$ cat src/rtl/generador_pixeles_vga.sv
// generador_pixeles_vga: switch-selected VGA test patterns with syncs delayed to match the 2-pixel RGB pipeline.
// Mode/color are shadowed at pixel (0,0) so a frame never tears.
module generador_pixeles_vga #(
   parameter int H_ACTIVE = 640,
   parameter int V_ACTIVE = 480,
   parameter int BAR_W    = 80,
   parameter int CHK_BIT  = 5,
   parameter int BORDER_W = 8
) (
   input  logic       CLK,
   input  logic       RESET,
   input  logic       p_tick,
   input  logic       video_on,
   input  logic [9:0] pixel_X,
   input  logic [9:0] pixel_Y,
   input  logic       sincro_horiz_in,
   input  logic       sincro_vert_in,
   input  logic [2:0] sw_color,
   input  logic [1:0] sw_mode,
   output logic [2:0] RGB,
   output logic       sincro_horiz,
   output logic       sincro_vert,
   output logic       frame_tick
);
   logic [1:0] shadow_mode, mode1;
   logic [2:0] shadow_color, color1, bar, rgb_next;
   logic [9:0] x1, y1;
   logic       v1, hs1, vs1, latch;
   assign latch = p_tick && pixel_X == 10'd0 && pixel_Y == 10'd0;
   // bar index counts the BAR_W thresholds already passed
   always_comb begin
      bar = 3'd0;
      for (int n = 1; n < 8; n++) bar = bar + {2'b00, x1 >= 10'(BAR_W * n)};
   end
   assign rgb_next = !v1 ? 3'b000 :
                     mode1 == 2'd0 ? color1 :
                     mode1 == 2'd1 ? bar :
                     mode1 == 2'd2 ? ((x1[CHK_BIT] ^ y1[CHK_BIT]) ? color1 : ~color1) :
                     (x1 < 10'(BORDER_W) || x1 >= 10'(H_ACTIVE - BORDER_W) ||
                      y1 < 10'(BORDER_W) || y1 >= 10'(V_ACTIVE - BORDER_W)) ? 3'b111 : color1;
   always_ff @(posedge CLK)
      if (RESET) begin
         shadow_mode  <= 2'd0;
         shadow_color <= 3'd0;
         frame_tick   <= 1'b0;
         x1           <= 10'd0;
         y1           <= 10'd0;
         v1           <= 1'b0;
         hs1          <= 1'b1;
         vs1          <= 1'b1;
         mode1        <= 2'd0;
         color1       <= 3'd0;
         RGB          <= 3'd0;
         sincro_horiz <= 1'b1;
         sincro_vert  <= 1'b1;
      end else begin
         frame_tick <= latch;
         if (latch) begin
            shadow_mode  <= sw_mode;
            shadow_color <= sw_color;
         end
         // pixel (0,0) must already see the values latched on this edge
         if (p_tick) begin
            x1           <= pixel_X;
            y1           <= pixel_Y;
            v1           <= video_on;
            hs1          <= sincro_horiz_in;
            vs1          <= sincro_vert_in;
            mode1        <= latch ? sw_mode : shadow_mode;
            color1       <= latch ? sw_color : shadow_color;
            RGB          <= rgb_next;
            sincro_horiz <= hs1;
            sincro_vert  <= vs1;
         end
      end
endmodule

$ cat config.mk
export PLATFORM = sky130hd
export DESIGN_NAME = generador_pixeles_vga
export DESIGN_NICKNAME = d
export VERILOG_FILES = /design/src/rtl/generador_pixeles_vga.sv
export SDC_FILE = /design/constraint.sdc
export NUM_CORES = 1
export LEC_CHECK = 0
export BUFFER_PORTS_ARGS = -buffer_cell sky130_fd_sc_hd__buf_2
export CORE_UTILIZATION = 36
export CTS_BUF_LIST = sky130_fd_sc_hd__clkbuf_8 sky130_fd_sc_hd__clkbuf_16
export CTS_CLUSTER_SIZE = 20
export DETAILED_ROUTE_END_ITERATION = 6
export HOLD_SLACK_MARGIN = 0.12
export PLACE_DENSITY_LB_ADDON = 0.05
export SLEW_MARGIN = 10
export SYNTH_ARGS = -nofsm -noshare
export SYNTH_HDL_FRONTEND = slang
export SYNTH_SLANG_ARGS = --single-unit
$ cat constraint.sdc
create_clock -name CLK -period 3.3 [get_ports CLK]
set_input_delay 0.495 -clock CLK [delete_from_list [all_inputs] [get_ports CLK]]
set_output_delay 0.495 -clock CLK [all_outputs]
set_load 0.02 [all_outputs]
==> results of run 1 <==
cell families after synthesis:
kind of cell,share of synthesized area
and+or+nand+nor,0.214
AOI/OAI and AO/OA,0.202
DFF,0.387
buffers and inverters,0.0513
muxes,0.0880
adders and majority gates,0.0469
xor gates and xnor gates,0.0103
power breakdown:
part           total, mW  switching (mW)  internal (mW)
Sequential         0.434          0.0177          0.416
Combinational      0.147          0.0769         0.0706
Clock              0.332           0.143          0.188
Total              0.913           0.238          0.675
sequential cells by signal, indices dropped and copies added, names as in the netlist, 2 cells and up:
register	count
y1	7
shadow_color	3
RGB	3
mode1	2
shadow_mode	2
color1	3
x1	7
worst max path at each step:
stage / cells past startpoint / endpoint / from / slack [ns]
finish: 11 / RGB[1] / x1[7] / 0.17
global route: 11 / RGB[1] / x1[7] / -0.003
CTS: 11 / RGB[1] / x1[7] / 0.02
detailed placement: 11 / RGB[1] / x1[7] / -0.005
global placement: 11 / RGB[1] / x1[7] / 0.09
floorplan: 12 / RGB[1] / x1[7] / 0.03
worst reg2reg max path, delay by kind of cell (launching register included):
kind                       cells  cell delay [ns]
AOI/OAI and AO/OA              2             0.35
adders and majority gates      4             1.81
buffers and inverters          1             0.05
DFF                            1             0.37
and+or+nand+nor                4             0.49
placed cells by master, fill, tap and decap left out, types with 7 or more instances in the layout:
cell / count
clkbuf_8: 7
buf_2: 36
dfxtp_1: 31
nor2_1: 27
a21oi_1: 10
mux2i_1: 15
final cells by class:
cell class	instances	area [µm²]	area share
timing repair buffer	42	225	0.111
multi-input combinational	133	966	0.475
tap	52	65.1	0.0320
inverter	3	11.3	0.00554
sequential	33	666	0.327
clock buffer	7	96.3	0.0474
clock inverter	1	5.00	0.00246
per-layer routing:
layer / global-route usage / vias to the layer above
met5: 0 / -
met4: 0.0644 / 0
met3: 0.0442 / 5
met2: 0.277 / 29
met1: 0.226 / 683
li1: - / 730
stage by stage:
| stage | cells | setup TNS (ns) |
|---|---|---|
| finish | 271 | 0 |
| global route | 271 | -0.00340 |
| CTS | 271 | 0 |
| detailed placement | 263 | -0.00509 |
| global placement | 263 | 0 |
| floorplan | 184 | 0 |
what timing repair did:
action | in CTS | in global routing
resized for setup | 1 | 5
endpoints found under the hold margin | 0 | 0
setup endpoints to repair | 1 | 1
pin swaps | 0 | 4
==> results.sh, run 1 <==
export IMPL_port_buffers=36
export IMPL_antenna_found_initial=0
export IMPL_pre_cts_slack_ns=-0.00509
export IMPL_status="completed"
export IMPL_crit_path_max_fanout=7
export IMPL_synth_most_common_cell="dfxtp_1"
export IMPL_die_width_um=70.9
export IMPL_clkSinkCount=33
export IMPL_netlist_instances=184
export IMPL_cts_root_buffer="clkbuf_8"
export IMPL_clk_pin_slew_ns=0.07
export IMPL_worst_slew_pin_slew_ns=0.624
export IMPL_ant_nets=0
export IMPL_crit_chain="nor3_2, nand2_1, fa_1, inv_1, fa_1, fa_2, fa_1, nand2b_1, a31oi_1, nor2_1, a211oi_2"
export IMPL_worstSetupPathType="reg -> reg"
export IMPL_drtIter0Drc=95
export IMPL_setup_violations_final=0
export IMPL_startpoint_type="flip-flop"
export IMPL_wl_um=3850
export IMPL_grt_pass1_vias=1430
export IMPL_drc=0
export IMPL_yosys_register_bits=33
export IMPL_core_area_um2=4440
export IMPL_finalNetCount=253
export IMPL_cts_tree="yes"
export IMPL_path_buf_inv=1
export IMPL_synth_top_flop_cell="dfxtp_1"
export IMPL_hold_path_depth=2
export IMPL_syn_area_per_cell_um2=9.28
export IMPL_met1_length_um=1790
export IMPL_fp_dieH_um=70.9
export IMPL_post_cts_buffers=0
export IMPL_gr_usage_all_layers=0.173
export IMPL_netlist_area_um2=1710
export IMPL_required_ns=3.50
export IMPL_worstSkewPairLatency_ns=0.28
export IMPL_synth_area_top_cells="dfxtp_1 (39%), mux2i_1 (8.8%), nor2_1 (5.9%), fa_1 (4.7%), a311oi_1 (3.1%)"
export IMPL_crit_top_cell="fa_1"
export IMPL_power_uw=913
export IMPL_fin_area_um2=2030
export IMPL_io_pin_count=37
export IMPL_slew_headroom=0.584
export IMPL_syn_num_nets=219
export IMPL_clock_fmax_mhz=319
export IMPL_met3_length_um=175
export IMPL_worstPathArrival_ns=3.34
export IMPL_areaGrowthSynthToFinish_pct=19.2
export IMPL_dieArea_um2=5020
export IMPL_hold_end="hs1"
export IMPL_finalHoldViolations=0
export IMPL_irDropWorstVdd_v=0.000260
export IMPL_antenna_cells=0
export IMPL_crit_reg2reg_launch="x1[7]"
export IMPL_fill_cells=466
export IMPL_top_layer_used="met4"
export IMPL_grt_max_degree=34
export IMPL_post_drt_wl_per_cell_um=14.2
export IMPL_reg2reg_depth=11
export IMPL_initial_core_util=0.384
export IMPL_synth_commonest_cells="dfxtp_1 (33), nor2_1 (27), mux2i_1 (15), a21oi_1 (10), clkbuf_1 (8)"
export IMPL_final_setup_worst_slack_ns=0.165
export IMPL_cpPeakStageDelay_ns=0.54
export IMPL_powerDensity_nw_per_um2=449
export IMPL_timing_rr_end="RGB[1]"
export IMPL_period_needed_ns=3.13
export IMPL_clock_path_buffers=2
export IMPL_period_share=0.950
export IMPL_drive_above_1_share=0.283
export IMPL_cpLargestDelayFamily="adder cells"
export IMPL_yosysTopAreaCellShare=0.387
export IMPL_cap_violations=0
export IMPL_gp_congestion=0.824
export IMPL_min_from="sincro_horiz_in"
export IMPL_yosys_area_top_type="dfxtp_1"
export IMPL_finClkSkew_ns=0.00304
export IMPL_routed_via_density=5.34
export IMPL_wl_met2_um=1850
export IMPL_r2r_slack_ns=0.17
export IMPL_placed_cell_area_um2=1920
export IMPL_grt_pass1_wl_um=6730
export IMPL_synth_seq_area_share=0.387
export IMPL_dr_pass1_iters=4
export IMPL_hpwl_um=2880
export IMPL_slowest_stage="fa_1"
export IMPL_tritoncts_num_buffers=5
export IMPL_htree_levels=2
export IMPL_hold_ws_ns=0.422
export IMPL_synth_edf_count=0
export IMPL_async_reset_ff_frac=0
export IMPL_ys_warn_count=0
export IMPL_critPathCaptureType="flip-flop"
export IMPL_core_rowCount=24
export IMPL_postCtsHoldBufs=0
export IMPL_synth_cell_types=44
export IMPL_finalMaxSlewViolations=0
export IMPL_hp_class="in -> reg"
export IMPL_leakage_nw=0.836
export IMPL_utilization=0.458
export IMPL_num_vias=1447
export IMPL_grt_overflow=0
Power figures use the tool's default switching activity.
==> run 2: changes to the inputs <==
Settings changed: RECOVER_POWER set to 50.
Clock period 3.3 ns to 2.7 ns, I/O delays scaled along.
==> results.sh, run 2 (synthesis results as in run 1) <==
export IMPL_status="finished, violations left"
export IMPL_failed_checks="setup timing"
export IMPL_regArea_um2=668
export IMPL_grt_overflow=0
export IMPL_clkSinkCount=33
export IMPL_crit_reg2reg_launch="x1[6]"
export IMPL_grt_pass1_vias=1487
export IMPL_port_buffers=36
export IMPL_powerDensity_nw_per_um2=570
export IMPL_finalNetCount=261
export IMPL_hold_path_depth=2
export IMPL_layout_commonest_cell="buf_2"
export IMPL_reg2reg_depth=11
export IMPL_num_vias=1460
export IMPL_drc=0
export IMPL_clk_pin_slew_ns=0.08
export IMPL_instances_no_fill=279
export IMPL_reg_top3="x1 x7, y1 x7"
export IMPL_multi_input_area_um2=995
export IMPL_min_from="sincro_horiz_in"
export IMPL_slew_headroom=0.610
export IMPL_setup_violations_final=3
export IMPL_cap_violations=0
export IMPL_cts_root_buffer="clkbuf_8"
export IMPL_dieArea_um2=5020
export IMPL_cts_tree="yes"
export IMPL_required_ns=2.86
export IMPL_antenna_cells=0
export IMPL_irDropWorstVdd_v=0.000299
export IMPL_pwr_share_clk=0.407
export IMPL_gp_congestion=0.783
export IMPL_startpoint_type="flip-flop"
export IMPL_fp_dieH_um=70.9
export IMPL_worstSkewPairLatency_ns=0.29
export IMPL_power_mw=1.22
export IMPL_core_rowCount=24
export IMPL_tritoncts_num_buffers=5
export IMPL_dr_pass1_iters=4
export IMPL_finalHoldViolations=0
export IMPL_drtIter0Drc=44
export IMPL_leakage_nw=0.884
export IMPL_antenna_found_initial=0
export IMPL_finalMaxSlewViolations=0
export IMPL_clock_path_buffers=2
export IMPL_critPathCaptureType="flip-flop"
export IMPL_place_inst=269
export IMPL_initial_core_util=0.384
export IMPL_gr_usage_all_layers=0.171
export IMPL_power_internal_uw=904
export IMPL_areaGrowthSynthToFinish_pct=25.7
export IMPL_hp_class="in -> reg"
export IMPL_pwr_share_seq=0.433
export IMPL_core_area_um2=4440
export IMPL_combinationalPowerShare=0.160
export IMPL_timing_rr_end="RGB[1]"
export IMPL_period_share=1.11
export IMPL_worstPathArrival_ns=3.16
export IMPL_utilization=0.483
export IMPL_clock_fmax_mhz=333
export IMPL_hold_end="hs1"
export IMPL_hold_ws_ns=0.323
export IMPL_drive_above_1_share=0.326
export IMPL_period_needed_ns=3.00
export IMPL_io_pin_count=37
export IMPL_r2r_slack_ns=-0.30
export IMPL_htree_levels=2
export IMPL_die_width_um=70.9
export IMPL_rsz0062_at_grt="true"
export IMPL_fill_cells=442
export IMPL_ant_nets=0
export IMPL_mostFrequentLayoutCells="buf_2 (36), dfxtp_1 (31), nor2_1 (27)"
export IMPL_routed_via_density=5.23
export IMPL_crit_path_max_fanout=5
export IMPL_worst_slew_pin_slew_ns=0.584
export IMPL_grt_max_degree=34
export IMPL_post_drt_wl_per_cell_um=14.1
export IMPL_finClkSkew_ns=0.00675
export IMPL_hpwl_um=2850
export IMPL_pre_cts_slack_ns=-0.342
export IMPL_switchingPower_uw=319
export IMPL_swShare=0.261
export IMPL_grt_pass1_wl_um=6700
export IMPL_final_setup_worst_slack_ns=-0.302
export IMPL_worstSetupPathType="reg -> reg"
export IMPL_wl_um=3940
-- run 2: how the worst max path moves through the flow --
stage / from / end / slack, ns / cells after the start
final: x1[6] / RGB[1] / -0.30 / 11
after global routing: x1[6] / RGB[1] / -0.46 / 11
after CTS: x1[7] / RGB[1] / -0.32 / 11
after detailed placement: x1[7] / RGB[1] / -0.34 / 11
after global placement: x1[7] / RGB[1] / -0.28 / 11
after floorplan: x1[7] / RGB[1] / -0.30 / 12
-- run 2: through the flow --
step                      instance area [µm²]  setup TNS [ns]
after global routing                     2140          -0.853
after floorplan                          1740          -0.372
after global placement                   1970          -0.390
final                                    2140          -0.428
after CTS                                2110          -0.476
after detailed placement                 1970          -0.519
-- run 2: final cells by class --
cell class	count	share of cell area
Sequential cell	33	0.312
Timing Repair Buffer	50	0.133
Multi-Input combinational cell	133	0.464
Clock buffer	6	0.0385
Clock inverter	2	0.0175
Inverter	3	0.00525
Tap cell	52	0.0303
-- run 2: routing by layer --
| layer | up-vias | global-route usage | wire (µm) |
|---|---|---|---|
| met2 | 29 | 0.274 | 1750 |
| li1 | 755 | - | - |
| met1 | 674 | 0.227 | 2030 |
| met3 | 2 | 0.0513 | 140 |
| met4 | 0 | 0.0400 | 13 |
| met5 | - | 0 | 0 |
-- run 2: power by group through the flow --
| stage | Sequential (mW) | Clock, mW | Combinational [mW] |
|---|---|---|---|
| detailed placement | 0.540 | 0 | 0.188 |
| finish | 0.529 | 0.498 | 0.196 |
| CTS | 0.529 | 0.507 | 0.192 |
| floorplan | 0.534 | 0 | 0.135 |
| global placement | 0.539 | 0 | 0.184 |
| global route | 0.533 | 0.531 | 0.221 |
-- run 2: timing repair --
action / in CTS / in global routing
cloned: 0 / 0
pin swaps: 3 / 4
setup buffers: 1 / 1
resized for setup: 3 / 7
hold buffers: 0 / 0
setup endpoints to repair: 3 / 3
-- run 2: worst max-delay path, cell delays in order (launching register included) --
cell      delay (ns)
dfxtp_4         0.36
o21ai_2         0.13
nand2b_1        0.09
fa_1            0.54
inv_1           0.05
fa_1            0.46
fa_2            0.37
fa_2            0.52
nand2b_1        0.10
a31oi_1         0.08
nor2_1          0.14
a211oi_2        0.04
==> run 3: changes to the inputs <==
Settings changed: ABC_AREA set to 1.
Clock period 2.7 ns to 3.5 ns, I/O delays scaled along.
==> results.sh, run 3 <==
export IMPL_status="finished, violations left"
export IMPL_failed_checks="DRC"
export IMPL_tns_ns=0
export IMPL_leakage_nw=0.842
export IMPL_powerDensity_nw_per_um2=441
export IMPL_worstSkewPairLatency_ns=0.28
export IMPL_cpPeakStageDelay_ns=0.54
export IMPL_crit_chain="nor2_2, o211ai_1, fa_1, inv_1, fa_1, fa_1, fa_1, a311oi_1, nand2_1, a21oi_1"
export IMPL_crit_start="x1[9]"
export IMPL_port_buffers=36
export IMPL_reg_top3="x1 x7, y1 x7"
export IMPL_critPathCaptureType="flip-flop"
export IMPL_grt_max_degree=31
export IMPL_dr_pass1_iters=7
export IMPL_ys_warn_count=0
export IMPL_crit_top_cell="fa_1"
export IMPL_combinationalPowerShare=0.169
export IMPL_wl_um=3590
export IMPL_rsz0062_at_grt="false"
export IMPL_required_ns=3.71
export IMPL_r2r_slack_ns=0.31
export IMPL_pwr_share_clk=0.346
export IMPL_tritoncts_num_buffers=5
export IMPL_clkSinkCount=33
export IMPL_netlist_area_um2=1620
export IMPL_startpoint_type="flip-flop"
export IMPL_timing_rr_end="RGB[1]"
export IMPL_synth_top_flop_cell="dfxtp_1"
export IMPL_power_uw=845
export IMPL_worstSetupPathType="reg -> reg"
export IMPL_path_buf_inv=1
export IMPL_mostFrequentLayoutCells="nand2_1 (37), nor2_1 (36), dfxtp_1 (33)"
export IMPL_num_vias=1469
export IMPL_async_reset_ff_frac=0
export IMPL_slowest_stage="fa_1"
export IMPL_pwr_share_seq=0.485
export IMPL_irDropWorstVdd_v=0.000246
export IMPL_finalNetCount=293
export IMPL_cts_tree="yes"
export IMPL_placed_cell_area_um2=1830
export IMPL_worstPathArrival_ns=3.41
export IMPL_htree_levels=2
export IMPL_cpLargestDelayFamily="adder cells"
export IMPL_finalHoldViolations=0
export IMPL_hp_class="in -> reg"
export IMPL_synth_cell_types=25
export IMPL_yosysTopAreaCellShare=0.407
export IMPL_crit_path_max_fanout=8
export IMPL_routed_via_density=4.74
export IMPL_finClkSkew_ns=0.00538
export IMPL_yosys_area_top_type="dfxtp_1"
export IMPL_netlist_instances=225
export IMPL_fp_dieH_um=69.2
export IMPL_utilization=0.440
export IMPL_cts_root_buffer="clkbuf_8"
export IMPL_grt_pass1_wl_um=6330
export IMPL_drtIter0Drc=76
export IMPL_finalMaxSlewViolations=0
export IMPL_fin_area_um2=1910
export IMPL_dieArea_um2=4780
export IMPL_core_area_um2=4350
export IMPL_period_needed_ns=3.19
export IMPL_clock_path_buffers=2
export IMPL_grt_pass1_vias=1409
export IMPL_hold_ws_ns=0.448
export IMPL_drive_above_1_share=0.213
export IMPL_grt_overflow=0
export IMPL_reg2reg_depth=10
export IMPL_clock_fmax_mhz=313
export IMPL_syn_num_nets=260
export IMPL_antenna_cells=0
export IMPL_synth_commonest_cells="nand2_1 (37), nor2_1 (37), dfxtp_1 (33), a21oi_1 (20), o21ai_0 (20)"
export IMPL_antenna_found_initial=0
export IMPL_yosys_register_bits=33
export IMPL_swShare=0.280
export IMPL_switchingPower_uw=237
export IMPL_gr_usage_all_layers=0.167
export IMPL_power_internal_uw=608
export IMPL_synth_edf_count=0
export IMPL_setup_violations_final=0
export IMPL_layout_commonest_cell="nand2_1"
export IMPL_synth_seq_area_share=0.407
export IMPL_period_share=0.913
export IMPL_die_width_um=69.2
export IMPL_syn_area_per_cell_um2=7.22
export IMPL_areaGrowthSynthToFinish_pct=17.9
export IMPL_core_rowCount=24
export IMPL_slew_headroom=0.556
export IMPL_synth_area_top_cells="dfxtp_1 (41%), nand2_1 (8.6%), nor2_1 (8.6%), a21oi_1 (6.2%), o21ai_0 (6.2%)"
export IMPL_worst_slew_pin_slew_ns=0.666
export IMPL_post_drt_wl_per_cell_um=11.6
export IMPL_ant_nets=0
export IMPL_hold_end="hs1"
export IMPL_drc=1
export IMPL_clk_pin_slew_ns=0.07
export IMPL_cap_violations=0
export IMPL_io_pin_count=37
export IMPL_initial_core_util=0.373
export IMPL_crit_reg2reg_launch="x1[9]"
export IMPL_gp_congestion=0.886
export IMPL_min_from="sincro_horiz_in"
export IMPL_hold_path_depth=3
export IMPL_hpwl_um=2600
run 3: cell types whose count changed after synthesis, sizes merged, moves of 4 or more:
cell / delta
nand2b: -6
nor2: +12
nor2b: -4
nor4: -4
a211o: -4
o211ai: +6
nand3: +10
o21ai: +13
mux2i: -15
a21oi: +10
inv: +18
nand2: +38
run 3: repair_timing:
| action | 4_1_cts | 5_1_grt |
|---|---|---|
| hold buffers | 0 | 0 |
| buffers inserted | 0 | 0 |
| resized for setup | 0 | 1 |
| setup endpoints to repair | 0 | 1 |
run 3: logic make-up after synthesis:
logic type,count (synthesis),share of synthesized area
adder cells (fa/ha/maj),4,0.0493
flip-flops,33,0.407
XOR/XNOR,1,0.00539
AND/OR/NAND/NOR,102,0.276
buffers and inverters,33,0.0824
AO/OA/AOI/OAI,52,0.180
run 3: through the flow:
stage                     instances  worst slack, ns
after floorplan                 225            0.352
after global placement          303            0.317
after detailed placement        303            0.263
after CTS                       310            0.244
after global routing            310           0.0553
final                           310            0.306
run 3: worst min-delay path, stage by stage:
cell and delay (ns):
buf_2 0.08, nand2_1 0.04, nand3_1 0.06
run 3: cell type report:
cell class | instances | area [µm²]
fillers | 450 | 2440
multi-input cells | 159 | 832
flip-flops and latches | 33 | 661
repair buffers | 37 | 179
inverters | 22 | 87.6
clock buffers | 6 | 82.6
well taps | 52 | 65.1
clock inverters | 1 | 7.51
run 3: metal layers:
metal  track usage  wire (µm)  vias up
met5             0          0        -
met4        0.0748         65        0
met3        0.0424        174        8
met2         0.258       1540       35
met1         0.218       1810      631
li1              -          -      795
run 3: how the worst max path moves through the flow:
stage               endpoint  slack (ns)  cells after the start
finish                RGB[1]        0.31                     10
global route          RGB[1]        0.06                     10
CTS                   RGB[1]        0.24                     10
detailed placement    RGB[1]        0.26                     10
global placement      RGB[1]        0.32                     10
floorplan             RGB[1]        0.35                     11
run 3: power groups by stage:
stage	combinational, mW	sequential, mW	clock (mW)
after detailed placement	0.146	0.418	0
after global placement	0.149	0.418	0
final	0.143	0.410	0.292
after CTS	0.147	0.409	0.304
after global routing	0.172	0.413	0.318
after floorplan	0.101	0.416	0
